--- src/rtl/traffic_pkg.sv ---
// Shared types for the traffic sensor front end: light colour encoding,
// per-channel request state and the number of detector channels.
package traffic_pkg;

  typedef enum logic [1:0] {
    red    = 2'd0,
    yellow = 2'd1,
    green  = 2'd2
  } color;

  typedef enum logic [1:0] {
    IDLE,
    PENDING,
    SERVING
  } chan_state_e;

  localparam int SENSOR_CNT = 3;

endpackage

--- src/rtl/traffic_sensor_channel.sv ---
// One detector channel: 2-flop synchroniser, debounce, request-latch FSM
// driven by the controller's light feedback, and a saturating wait counter.
module traffic_sensor_channel
  import traffic_pkg::*;
#(
  parameter int DEB_CYCLES = 3,
  parameter int WAIT_W     = 8
) (
  input  logic       clk_i,
  input  logic       rst_ni,
  input  logic       raw_i,
  input  logic [1:0] light_i,
  output logic       sensor_o,
  output logic       starve_o
);

  localparam logic [3:0]        DEB_LAST = 4'(DEB_CYCLES - 1);
  localparam logic [WAIT_W-1:0] WAIT_MAX = '1;

  logic [1:0]        sync_q;
  logic [3:0]        deb_cnt_q, deb_cnt_d;
  logic              deb_q, deb_d;
  chan_state_e       state_q;
  logic [WAIT_W-1:0] wait_q;
  logic              sensor_q;
  logic              starve_q;
  logic              is_green;

  // Encoding 3 is not a named colour, so it never compares equal to green.
  assign is_green = (color'(light_i) == green);

  always_ff @(posedge clk_i or negedge rst_ni) begin
    if (!rst_ni) begin
      sync_q <= '0;
    end else begin
      sync_q <= {sync_q[0], raw_i};
    end
  end

  always_comb begin
    deb_d     = deb_q;
    deb_cnt_d = '0;
    if (sync_q[1] != deb_q) begin
      if (deb_cnt_q == DEB_LAST) begin
        deb_d = ~deb_q;
      end else begin
        deb_cnt_d = deb_cnt_q + 4'd1;
      end
    end
  end

  always_ff @(posedge clk_i or negedge rst_ni) begin
    if (!rst_ni) begin
      deb_q     <= 1'b0;
      deb_cnt_q <= '0;
    end else begin
      deb_q     <= deb_d;
      deb_cnt_q <= deb_cnt_d;
    end
  end

  // A light change wins over a debounce change in the same cycle: the exit
  // decision from SERVING uses the level already established.
  always_ff @(posedge clk_i or negedge rst_ni) begin
    if (!rst_ni) begin
      state_q  <= IDLE;
      wait_q   <= '0;
      sensor_q <= 1'b0;
      starve_q <= 1'b0;
    end else begin
      case (state_q)
        IDLE: begin
          wait_q   <= '0;
          starve_q <= 1'b0;
          if (deb_q) begin
            state_q  <= PENDING;
            sensor_q <= 1'b1;
          end else begin
            sensor_q <= 1'b0;
          end
        end
        PENDING: begin
          if (is_green) begin
            state_q  <= SERVING;
            sensor_q <= deb_q;
            wait_q   <= '0;
            starve_q <= 1'b0;
          end else begin
            sensor_q <= 1'b1;
            if (wait_q != WAIT_MAX) begin
              wait_q <= wait_q + WAIT_W'(1);
            end
            starve_q <= (wait_q >= WAIT_MAX - WAIT_W'(1));
          end
        end
        SERVING: begin
          sensor_q <= deb_q;
          wait_q   <= '0;
          starve_q <= 1'b0;
          if (!is_green) begin
            state_q <= deb_q ? PENDING : IDLE;
          end
        end
        default: begin
          state_q  <= IDLE;
          wait_q   <= '0;
          sensor_q <= 1'b0;
          starve_q <= 1'b0;
        end
      endcase
    end
  end

  assign sensor_o = sensor_q;
  assign starve_o = starve_q;

endmodule

--- src/rtl/traffic_sensor_conditioner.sv ---
// Front end for traffic_light_controller: three independent detector
// channels, each paired with the light that serves that direction.
module traffic_sensor_conditioner
  import traffic_pkg::*;
#(
  parameter int DEB_CYCLES = 3,
  parameter int WAIT_W     = 8
) (
  input  logic       clk,
  input  logic       reset,
  input  logic       ew_left_raw,
  input  logic       ew_str_raw,
  input  logic       ns_raw,
  input  logic [1:0] ew_left_light,
  input  logic [1:0] ew_str_light,
  input  logic [1:0] ns_light,
  output logic       ew_left_sensor,
  output logic       ew_str_sensor,
  output logic       ns_sensor,
  output logic       ew_left_starve,
  output logic       ew_str_starve,
  output logic       ns_starve
);

  logic [SENSOR_CNT-1:0] raw_w;
  logic [SENSOR_CNT-1:0] sensor_w;
  logic [SENSOR_CNT-1:0] starve_w;
  logic [1:0]            light_w [SENSOR_CNT];

  // Channel order: 0 e-w left, 1 e-w straight, 2 n-s.
  assign raw_w      = {ns_raw, ew_str_raw, ew_left_raw};
  assign light_w[0] = ew_left_light;
  assign light_w[1] = ew_str_light;
  assign light_w[2] = ns_light;

  for (genvar g = 0; g < SENSOR_CNT; g++) begin : g_chan
    traffic_sensor_channel #(
      .DEB_CYCLES(DEB_CYCLES),
      .WAIT_W    (WAIT_W)
    ) u_chan (
      .clk_i   (clk),
      .rst_ni  (reset),
      .raw_i   (raw_w[g]),
      .light_i (light_w[g]),
      .sensor_o(sensor_w[g]),
      .starve_o(starve_w[g])
    );
  end

  assign ew_left_sensor = sensor_w[0];
  assign ew_str_sensor  = sensor_w[1];
  assign ns_sensor      = sensor_w[2];
  assign ew_left_starve = starve_w[0];
  assign ew_str_starve  = starve_w[1];
  assign ns_starve      = starve_w[2];

endmodule

--- config.mk ---
export PLATFORM = sky130hd
export DESIGN_NAME = traffic_sensor_conditioner
export DESIGN_NICKNAME = d
export VERILOG_FILES = /design/src/rtl/traffic_pkg.sv /design/src/rtl/traffic_sensor_channel.sv /design/src/rtl/traffic_sensor_conditioner.sv
export SDC_FILE = /design/constraint.sdc
export NUM_CORES = 1
export LEC_CHECK = 0
export BUFFER_PORTS_ARGS = -buffer_cell sky130_fd_sc_hd__buf_4
export CORE_UTILIZATION = 40
export DETAILED_ROUTE_END_ITERATION = 8
export SLEW_MARGIN = 10
export SYNTH_ARGS = -nofsm -noshare
export SYNTH_HDL_FRONTEND = slang
export SYNTH_SLANG_ARGS = --single-unit
--- constraint.sdc ---
create_clock -name clk -period 1.98 [get_ports clk]
set_input_delay 0.297 -clock clk [delete_from_list [all_inputs] [get_ports clk]]
set_output_delay 0.297 -clock clk [all_outputs]
set_load 0.005 [all_outputs]
**After elaboration in Yosys (flattened, before gate mapping)**

Index checks and enable logic that the tools add are counted.

- Flip-flop bits (word level): 57
- Input port bits: 11
- Logic and storage cells: 117

- Add/subtract/negate cells: 6
- Magnitude comparators: 3
- Equality and inequality tests: 30
- Multiplexer cells: 45
- Bitwise gates (word level): 3
- Reduce and logical (&&, ||, !) cells: 9

Operators by type and width:

| cell | number |
|---|---|
| 2-to-1 mux 8 bit | 9 |
| adder 8 x 1 -> 8 bit, second input constant | 3 |
| greater-or-equal comparator 8 bit, second input constant | 3 |
| 2-to-1 mux 4 bit | 6 |
| inequality test 8 bit, second input constant | 3 |
| 2-to-1 mux 2 bit | 9 |
| one-hot mux 2 bit (3 select lines) | 3 |
| 2-to-1 mux 1 bit | 15 |
| adder 4 x 1 -> 4 bit, second input constant | 3 |
| equality test 2 bit, second input constant | 6 |
| equality test 4 x 2 -> 1 bit, second input constant | 3 |
| inequality test 2 x 1 -> 1 bit, second input constant | 6 |
| inequality test 3 x 1 -> 1 bit, second input constant | 3 |
| one-hot mux 1 bit (3 select lines) | 3 |
| AND reduction 3 bit | 3 |
| equality test 2 x 1 -> 1 bit, second input constant | 3 |
| logical NOT 2 bit | 3 |
| inequality test 2 bit, second input constant | 3 |
| AND reduction 2 bit | 3 |
| inequality test 1 bit | 3 |
| inverter 1 bit | 3 |

**Logic depth before layout (Yosys ltp)**

Gate-level depths: netlist (run 1).

- Word-level depth: 4
- Depth in mapped cells: 4
- Gate-level depth less buffers: 4

**Cells and area by module**

Synthesis (run 1) repeated with hierarchy kept, for this count alone.

- Cell total of the unflattened synthesis: 259
- Area total of the unflattened synthesis: 2803.9 um^2

Modules (own cells, without submodules):

| module | instances | cells each | area each (um^2) | sequential area each (um^2) |
|---|---|---|---|---|
| traffic_sensor_channel at g_chan[1].u_chan ... | 2 | 86 | 935.9 | 475.5 |
| traffic_sensor_channel at g_chan[0].u_chan | 1 | 87 | 932.1 | 475.5 |

**Worst setup path before layout (run 1)**

OpenSTA, ideal clock, no wires.

- Kind: reg-to-reg
- From: register g_chan[2].u_chan.wait_q[0]
- To: register g_chan[2].u_chan.wait_q[5]
- Library setup time: 79 ps
- Arrival: 1289 ps
- Required time: 1901 ps
- Path slack: 612 ps
- Cell stages (with the launch flop): 5
- Buffers on the path: 0
- Clock period less this slack: 1368 ps
- Cell sequence: dfrtp_1 -> ha_1 -> and3_1 -> a211oi_2 -> mux2i_1

- Longest elaborated chain between the ends: 4
- Elaborated cells between the ends (all ways): 6
- Classes of those cells: add/sub: 1; eq/ne: 2; mux: 3

Ends and longest elaborated chain:

| what | line | text |
|---|---|---|
| start, declared | traffic_sensor_channel.sv:24 | `logic [WAIT_W-1:0] wait_q;` |
| start signal, assigned | traffic_sensor_channel.sv:91 | `wait_q <= wait_q + WAIT_W'(1);` |
| adder 8 x 1 -> 8 bit | traffic_sensor_channel.sv:91 |  |
| 2-to-1 mux 8 bit | traffic_sensor_channel.sv:90 | `if (wait_q != WAIT_MAX) begin` |
| 2-to-1 mux 8 bit | traffic_sensor_channel.sv:83 | `if (is_green) begin` |
| 2-to-1 mux 8 bit | traffic_sensor_channel.sv:71 | `case (state_q)` |

Several ways; a longest one is shown, not always the timed one. The select of a mux whose other input is x is not followed.
A chain may end at the register's enable or synchronous reset.

**Worst setup path after layout (run 1)**

- From: register g_chan[1].u_chan.wait_q[1]
- To: register g_chan[1].u_chan.wait_q[5]

- Longest elaborated chain between the ends: 4
- Elaborated cells between the ends (all ways): 6
- Classes of those cells: add/sub: 1; eq/ne: 2; mux: 3

Ends and longest elaborated chain:

| what | line |
|---|---|
| start, declared | traffic_sensor_channel.sv:24 |
| start signal, assigned | traffic_sensor_channel.sv:91 |
| adder 8 x 1 -> 8 bit | traffic_sensor_channel.sv:91 |
| 2-to-1 mux 8 bit | traffic_sensor_channel.sv:90 |
| 2-to-1 mux 8 bit | traffic_sensor_channel.sv:83 |
| 2-to-1 mux 8 bit | traffic_sensor_channel.sv:71 |

Several ways; a longest one is shown, not always the timed one. The select of a mux whose other input is x is not followed.

==> metrics.cfg, run 1 <==
[synthesis]
synth_nets=277
ys_ff_latch=57
syn_avg_cell_area_um2=10.8
yosys.area.top_type=dfrtp_1
synth_top_area_frac=0.518
ys.flop_type=dfrtp_1
synth_seq_area_share=0.518
netlist_area_um2=2750
yosys_warnings=0
synth_area_leaders=dfrtp_1, ha_1, a211oi_2
syn_inst=254
ys_types=36
synth-edff-count=0
synthArstFlopShare=1.00

[setup_path]
cpPeakStageDelay_ns=0.44
r2r_cells=4
crit_fanout=6
critPathRequiredTime_ns=2.24
rr_startpoint=g_chan[1].u_chan.wait_q[1]$_DFFE_PN0P_
endpoint=g_chan[1].u_chan.wait_q[5]$_DFFE_PN0P_
r2r_end=g_chan[1].u_chan.wait_q[5]$_DFFE_PN0P_
crit_arrival_ns=1.72
critical-path-top-delay-family=flip-flops
crit_buf_inv=0
worstPathCellList=ha_1 > and3_1 > a211oi_2 > mux2i_1
path_depth=4
end_kind=flip-flop
cp-start-kind=flip-flop
setup.worst_path.start=g_chan[1].u_chan.wait_q[1]$_DFFE_PN0P_
path_class=flip-flop to flip-flop
ff2ff_setup_slack_ns=0.52
critical-path-slowest-cell=dfrtp_1

[timing]
slew_headroom=0.528
min_period_over_period=0.739
worst_pin_slew_ns=0.708
setup_viol=0
max_freq_ghz=0.683
finalHoldViolations=0
rsz0062_at_grt=no
finalMaxSlewViolations=0
fin_tns_setup_ns=0
fin_crit_ns=1.46
skew_ns=0.00623

[floorplanning]
rows=29
die_h_um=85.0
ioPinCount=17
core-area_um2=6490
die_area_um2=7220
start_util=0.424
fp.dieW_um=85.0

[pwr]
p_total_uw=3470
peakVddDrop_mv=0.545
leakage_uw=0.00132
p_per_area_nw_per_um2=1110

[clocking]
post-cts-setup-buffers=0
clockRootBuffer=clkbuf_8
cts.clk_slew.worst_paths_ns=0.07
hold_buffers=0
clkLatencyLatePin_ns=0.34
ctsLongestPathBuffers=2
cts_made_buffers=9
cts_tree=yes
cts_resized=0
h-tree-depth=3
cts.sinks=57

[worst_hold_path]
min_path_type=input pin to asynchronous set/reset pin

[finish]
multi_input_area_um2=1220
final_common_cell=dfrtp_1
regArea_um2=1430
layout.cells.non_filler=356
fillers=601
final_nets=297
drive_above_1_share=0.179
design_area_um2=3110
area_growth_pct=13.0
final_cell_mix=dfrtp_1, nor2_1, nor3_1
insertedDiodeCount=0

[placed_design]
dpl_cell_area_um2=2920
place_hpwl_um=2820
dp_cells=340
io_buffers=16
place_congestion=0.813

[routing]
drc=0
dr_total_vias=1885
drt-total-wl_um=4410
first_iter_violations=58
drt_pass1_iterations=6
routed_via_density=5.29
avgRoutedWirePerCell_um=12.4
ant_nets=0

[global_route]
grt_pass1_vias=1876
overflow=0
grt_antenna_before_repair=0
track_usage=0.145
grt_pass1_wl_um=8170
grt_max_degree=58

[flow_run]
max_cap_viol_count=0

[outcome]
outcome=finished clean

-- layout make-up --
cell class              instances  share of cell area
clock buffers                  14              0.0588
clock inverters                 2             0.00322
inverters                      13              0.0157
multi-input cells             177               0.394
flip-flops and latches         57               0.459
well taps                      77              0.0310
repair buffers                 16              0.0386
-- logic make-up (layout without fill, tap and decap cells) --
family,Yosys count,in the layout,share of synthesized area
flops,57,57,0.518
mux,7,7,0.0268
buf+inv,20,45,0.0368
compound gates,42,42,0.115
xor+xnor,12,12,0.0382
simple gates,104,104,0.211
fa+ha+maj,12,12,0.0545
-- synthesized netlist by cell type, drive strengths merged (4+ instances only) --
master / instances
nand2: 14
nand4: 10
xnor2: 9
ha: 12
nand3: 11
nor2: 24
a211oi: 9
nor3: 21
nor4b: 6
inv: 13
dfrtp: 57
a31oi: 6
mux2i: 4
a21oi: 15
buf: 7
-- metal layers --
layer,track usage,up-vias,wire length [um]
met1,0.173,890,2080
met5,0,-,0
li1,-,955,-
met4,0.0678,0,89
met2,0.232,30,2040
met3,0.0545,10,195
-- sequential cells by signal (all words and copies together) (netlist names) --
register                 flops
g_chan.u_chan.state_q        6
g_chan.u_chan.sync_q         6
g_chan.u_chan.deb_q          3
g_chan.u_chan.starve_o       3
g_chan.u_chan.wait_q        24
g_chan.u_chan.deb_cnt_q     12
g_chan.u_chan.sensor_o       3
-- how the worst min path moves through the flow --
stage                                                    start                                       to  slack, ns  depth (start not counted)
after floorplan                                          reset  g_chan[0].u_chan.deb_cnt_q[0]$_DFF_PN0_      0.001                          0
after global placement    g_chan[1].u_chan.sync_q[0]$_DFF_PN0_     g_chan[1].u_chan.sync_q[1]$_DFF_PN0_       0.33                          0
after detailed placement  g_chan[0].u_chan.sync_q[0]$_DFF_PN0_     g_chan[0].u_chan.sync_q[1]$_DFF_PN0_       0.33                          0
after CTS                                                reset   g_chan[2].u_chan.wait_q[6]$_DFFE_PN0P_       0.04                          1
after global routing                               ew_left_raw     g_chan[0].u_chan.sync_q[0]$_DFF_PN0_       0.04                          1
final                                                    reset      g_chan[2].u_chan.sensor_o$_DFF_PN0_      0.007                          1
-- through the flow --
step / hold slack (ns) / util / setup WS [ns]
2_1_floorplan: 0.00141 / - / 0.612
3_3_place_gp: 0.331 / 0.449 / 0.558
3_5_place_dp: 0.335 / 0.449 / 0.538
4_1_cts: 0.0388 / 0.479 / 0.521
5_1_grt: 0.0410 / 0.479 / 0.423
6_report: 0.00688 / 0.479 / 0.516
-- where the power goes --
group / total [uW] / internal [uW] / switching, uW
Sequential: 1660 / 1400 / 266
Combinational: 773 / 380 / 393
Clock: 1030 / 587 / 443
(Power assumes the default switching activity.)
==> inputs of run 2 (changes only) <==
==> constraint.sdc (replaced) <==
create_clock -name clk -period 1.35 [get_ports clk]
set_input_delay 0.2025 -clock clk [delete_from_list [all_inputs] [get_ports clk]]
set_output_delay 0.2025 -clock clk [all_outputs]
set_load 0.005 [all_outputs]
==> run 2 against run 1 <==
Effect of this change: non-clock buffer count is 20 higher; routed wire length increased by 6.6%; maximum frequency increased by 12%; critical path type unchanged; largest power group unchanged; highest routed layer unchanged.
==> metrics.cfg, run 2 (synthesis gave the netlist of run 1 again) <==
[timing]
min_period_over_period=0.971
skew_ns=0.00945
worst_pin_slew_ns=0.369
setup_viol=0
slew_headroom=0.754
max_freq_ghz=0.763
finalHoldViolations=0
finalMaxSlewViolations=0
rsz0062_at_grt=yes
fin_crit_ns=1.31
whs_ns=0.253

[finish]
multi_input_area_um2=1290
layout.cells.non_filler=376
largestRegisters=g_chan.u_chan.wait_q x24, g_chan.u_chan.deb_cnt_q x12
insertedDiodeCount=0
fillers=571
final_cell_mix=dfrtp_1, buf_4, nor2_1
final_common_cell=dfrtp_1
area_growth_pct=21.6
max_flop_register=g_chan.u_chan.wait_q
regArea_um2=1430
drive_above_1_share=0.261
largest_reg_flops=24
final_nets=317

[global_route]
grt_pass1_vias=1858
use_met3=0.0554
grt_busiest_layer=met2
overflow=0
grt_antenna_before_repair=0
grt_max_degree=29
grt_use_met2=0.229
track_usage=0.149
grt_pass1_wl_um=8320
grtUsageMet1=0.188

[setup_path]
path_class=flip-flop to flip-flop
rr_startpoint=g_chan[1].u_chan.wait_q[0]$_DFFE_PN0P_
end_kind=flip-flop
r2r_end=g_chan[1].u_chan.wait_q[7]$_DFFE_PN0P_
crit_fanout=5
ff2ff_setup_slack_ns=0.04
r2r_cells=4
cp-start-kind=flip-flop
crit_arrival_ns=1.52
critPathRequiredTime_ns=1.56

[placed_design]
place_hpwl_um=3150
dp_cells=355
io_buffers=16
place_congestion=0.800

[flow_run]
max_cap_viol_count=0

[floorplanning]
core-area_um2=6490
die_h_um=85.0
fp.dieW_um=85.0
rows=29
die_area_um2=7220
ioPinCount=17
start_util=0.424

[pwr]
switching_share=0.318
p_int_uw=3620
p_clk_frac=0.295
seqPwrFrac=0.448
peakVddDrop_mv=0.895
leakage_uw=0.00141
p_per_area_nw_per_um2=1590
p_switching_uw=1690
combPwrFrac=0.257

[clocking]
clockRootBuffer=clkbuf_8
cts_tree=yes
cts.sinks=57
cts.clk_slew.worst_paths_ns=0.07
h-tree-depth=3
clkLatencyLatePin_ns=0.33
cts_made_buffers=9
ctsLongestPathBuffers=2

[outcome]
outcome=finished clean

[routing]
dr_total_vias=1963
drt-total-wl_um=4700
avgRoutedWirePerCell_um=12.5
drc=0
first_iter_violations=74
drt_pass1_iterations=6
routed_via_density=5.22
ant_nets=0

[worst_hold_path]
hold_path.startpoint=ew_str_light[1]
min_to=g_chan[1].u_chan.state_q[1]$_DFFE_PN0P_
worstHoldPathCells=3
min_path_type=input pin to flip-flop

-- run 2: cell types whose count changed in the layout (fill, tap and decap cells not counted), sizes merged --
| cell | change |
|---|---|
| buf | +16 |
| bufinv | +1 |
| clkbuf | -3 |
| clkinvlp | +2 |
| dlygate4sd3 | +4 |
-- run 2: how the worst max path moves through the flow --
| stage | from | endpoint | slack [ns] | depth (start not counted) |
|---|---|---|---|---|
| after detailed placement | g_chan[0].u_chan.wait_q[0]$_DFFE_PN0P_ | g_chan[0].u_chan.wait_q[5]$_DFFE_PN0P_ | 0.004 | 4 |
| final | g_chan[1].u_chan.wait_q[0]$_DFFE_PN0P_ | g_chan[1].u_chan.wait_q[7]$_DFFE_PN0P_ | 0.04 | 4 |
| after global placement | g_chan[1].u_chan.wait_q[0]$_DFFE_PN0P_ | g_chan[1].u_chan.wait_q[5]$_DFFE_PN0P_ | 0.04 | 4 |
| after global routing | g_chan[2].u_chan.wait_q[0]$_DFFE_PN0P_ | g_chan[2].u_chan.wait_q[5]$_DFFE_PN0P_ | -0.003 | 4 |
| after CTS | g_chan[1].u_chan.wait_q[0]$_DFFE_PN0P_ | g_chan[1].u_chan.wait_q[5]$_DFFE_PN0P_ | 0.00003 | 4 |
| after floorplan | g_chan[0].u_chan.wait_q[1]$_DFFE_PN0P_ | g_chan[0].u_chan.wait_q[5]$_DFFE_PN0P_ | 0.001 | 4 |
-- run 2: worst max-delay path, cell delays in order (launching register included) --
cell and delay (ns):
dfrtp_1 0.39, ha_2 0.21, and3_2 0.21, nor4b_1 0.29, nor3b_1 0.09
-- run 2: what timing repair did --
action,CTS,global route
setup buffers,0,1
hold buffers,4,0
resized for setup,0,14
pin swaps,1,4
hold endpoints to repair,28,0
endpoints found under the setup margin,1,12
-- run 2: metrics by stage --
stage | utilization | setup WS, ns | total power (uW) | TNS, ns | area [um^2]
after CTS | 0.505 | 0.0000334 | 5390 | 0 | 3280
final | 0.516 | 0.0386 | 5310 | 0 | 3350
after floorplan | - | 0.00128 | 3310 | 0 | 2760
after global routing | 0.516 | -0.00306 | 5680 | -0.00306 | 3350
after global placement | 0.469 | 0.0377 | 3740 | 0 | 3050
after detailed placement | 0.469 | 0.00363 | 3770 | 0 | 3050
-- run 2: final cells by class --
type | count | area share
clock buffer | 11 | 0.0422
sequential | 57 | 0.426
multi-input combinational | 177 | 0.385
inverter | 13 | 0.0146
tap | 77 | 0.0288
clock inverter | 5 | 0.0164
timing repair buffer | 36 | 0.0874
-- run 2: power by group through the flow --
stage	clock (uW)	sequential (uW)	combinational, uW
after global routing	1690	2440	1560
final	1570	2380	1360
after detailed placement	0	2410	1360
after global placement	0	2400	1350
after floorplan	0	2320	983
after CTS	1630	2380	1380
-- run 2: metal layers --
metal,wire [um],share of wire
met1,2280,0.49
met5,0,0
met3,173,0.037
met4,70,0.015
met2,2170,0.46
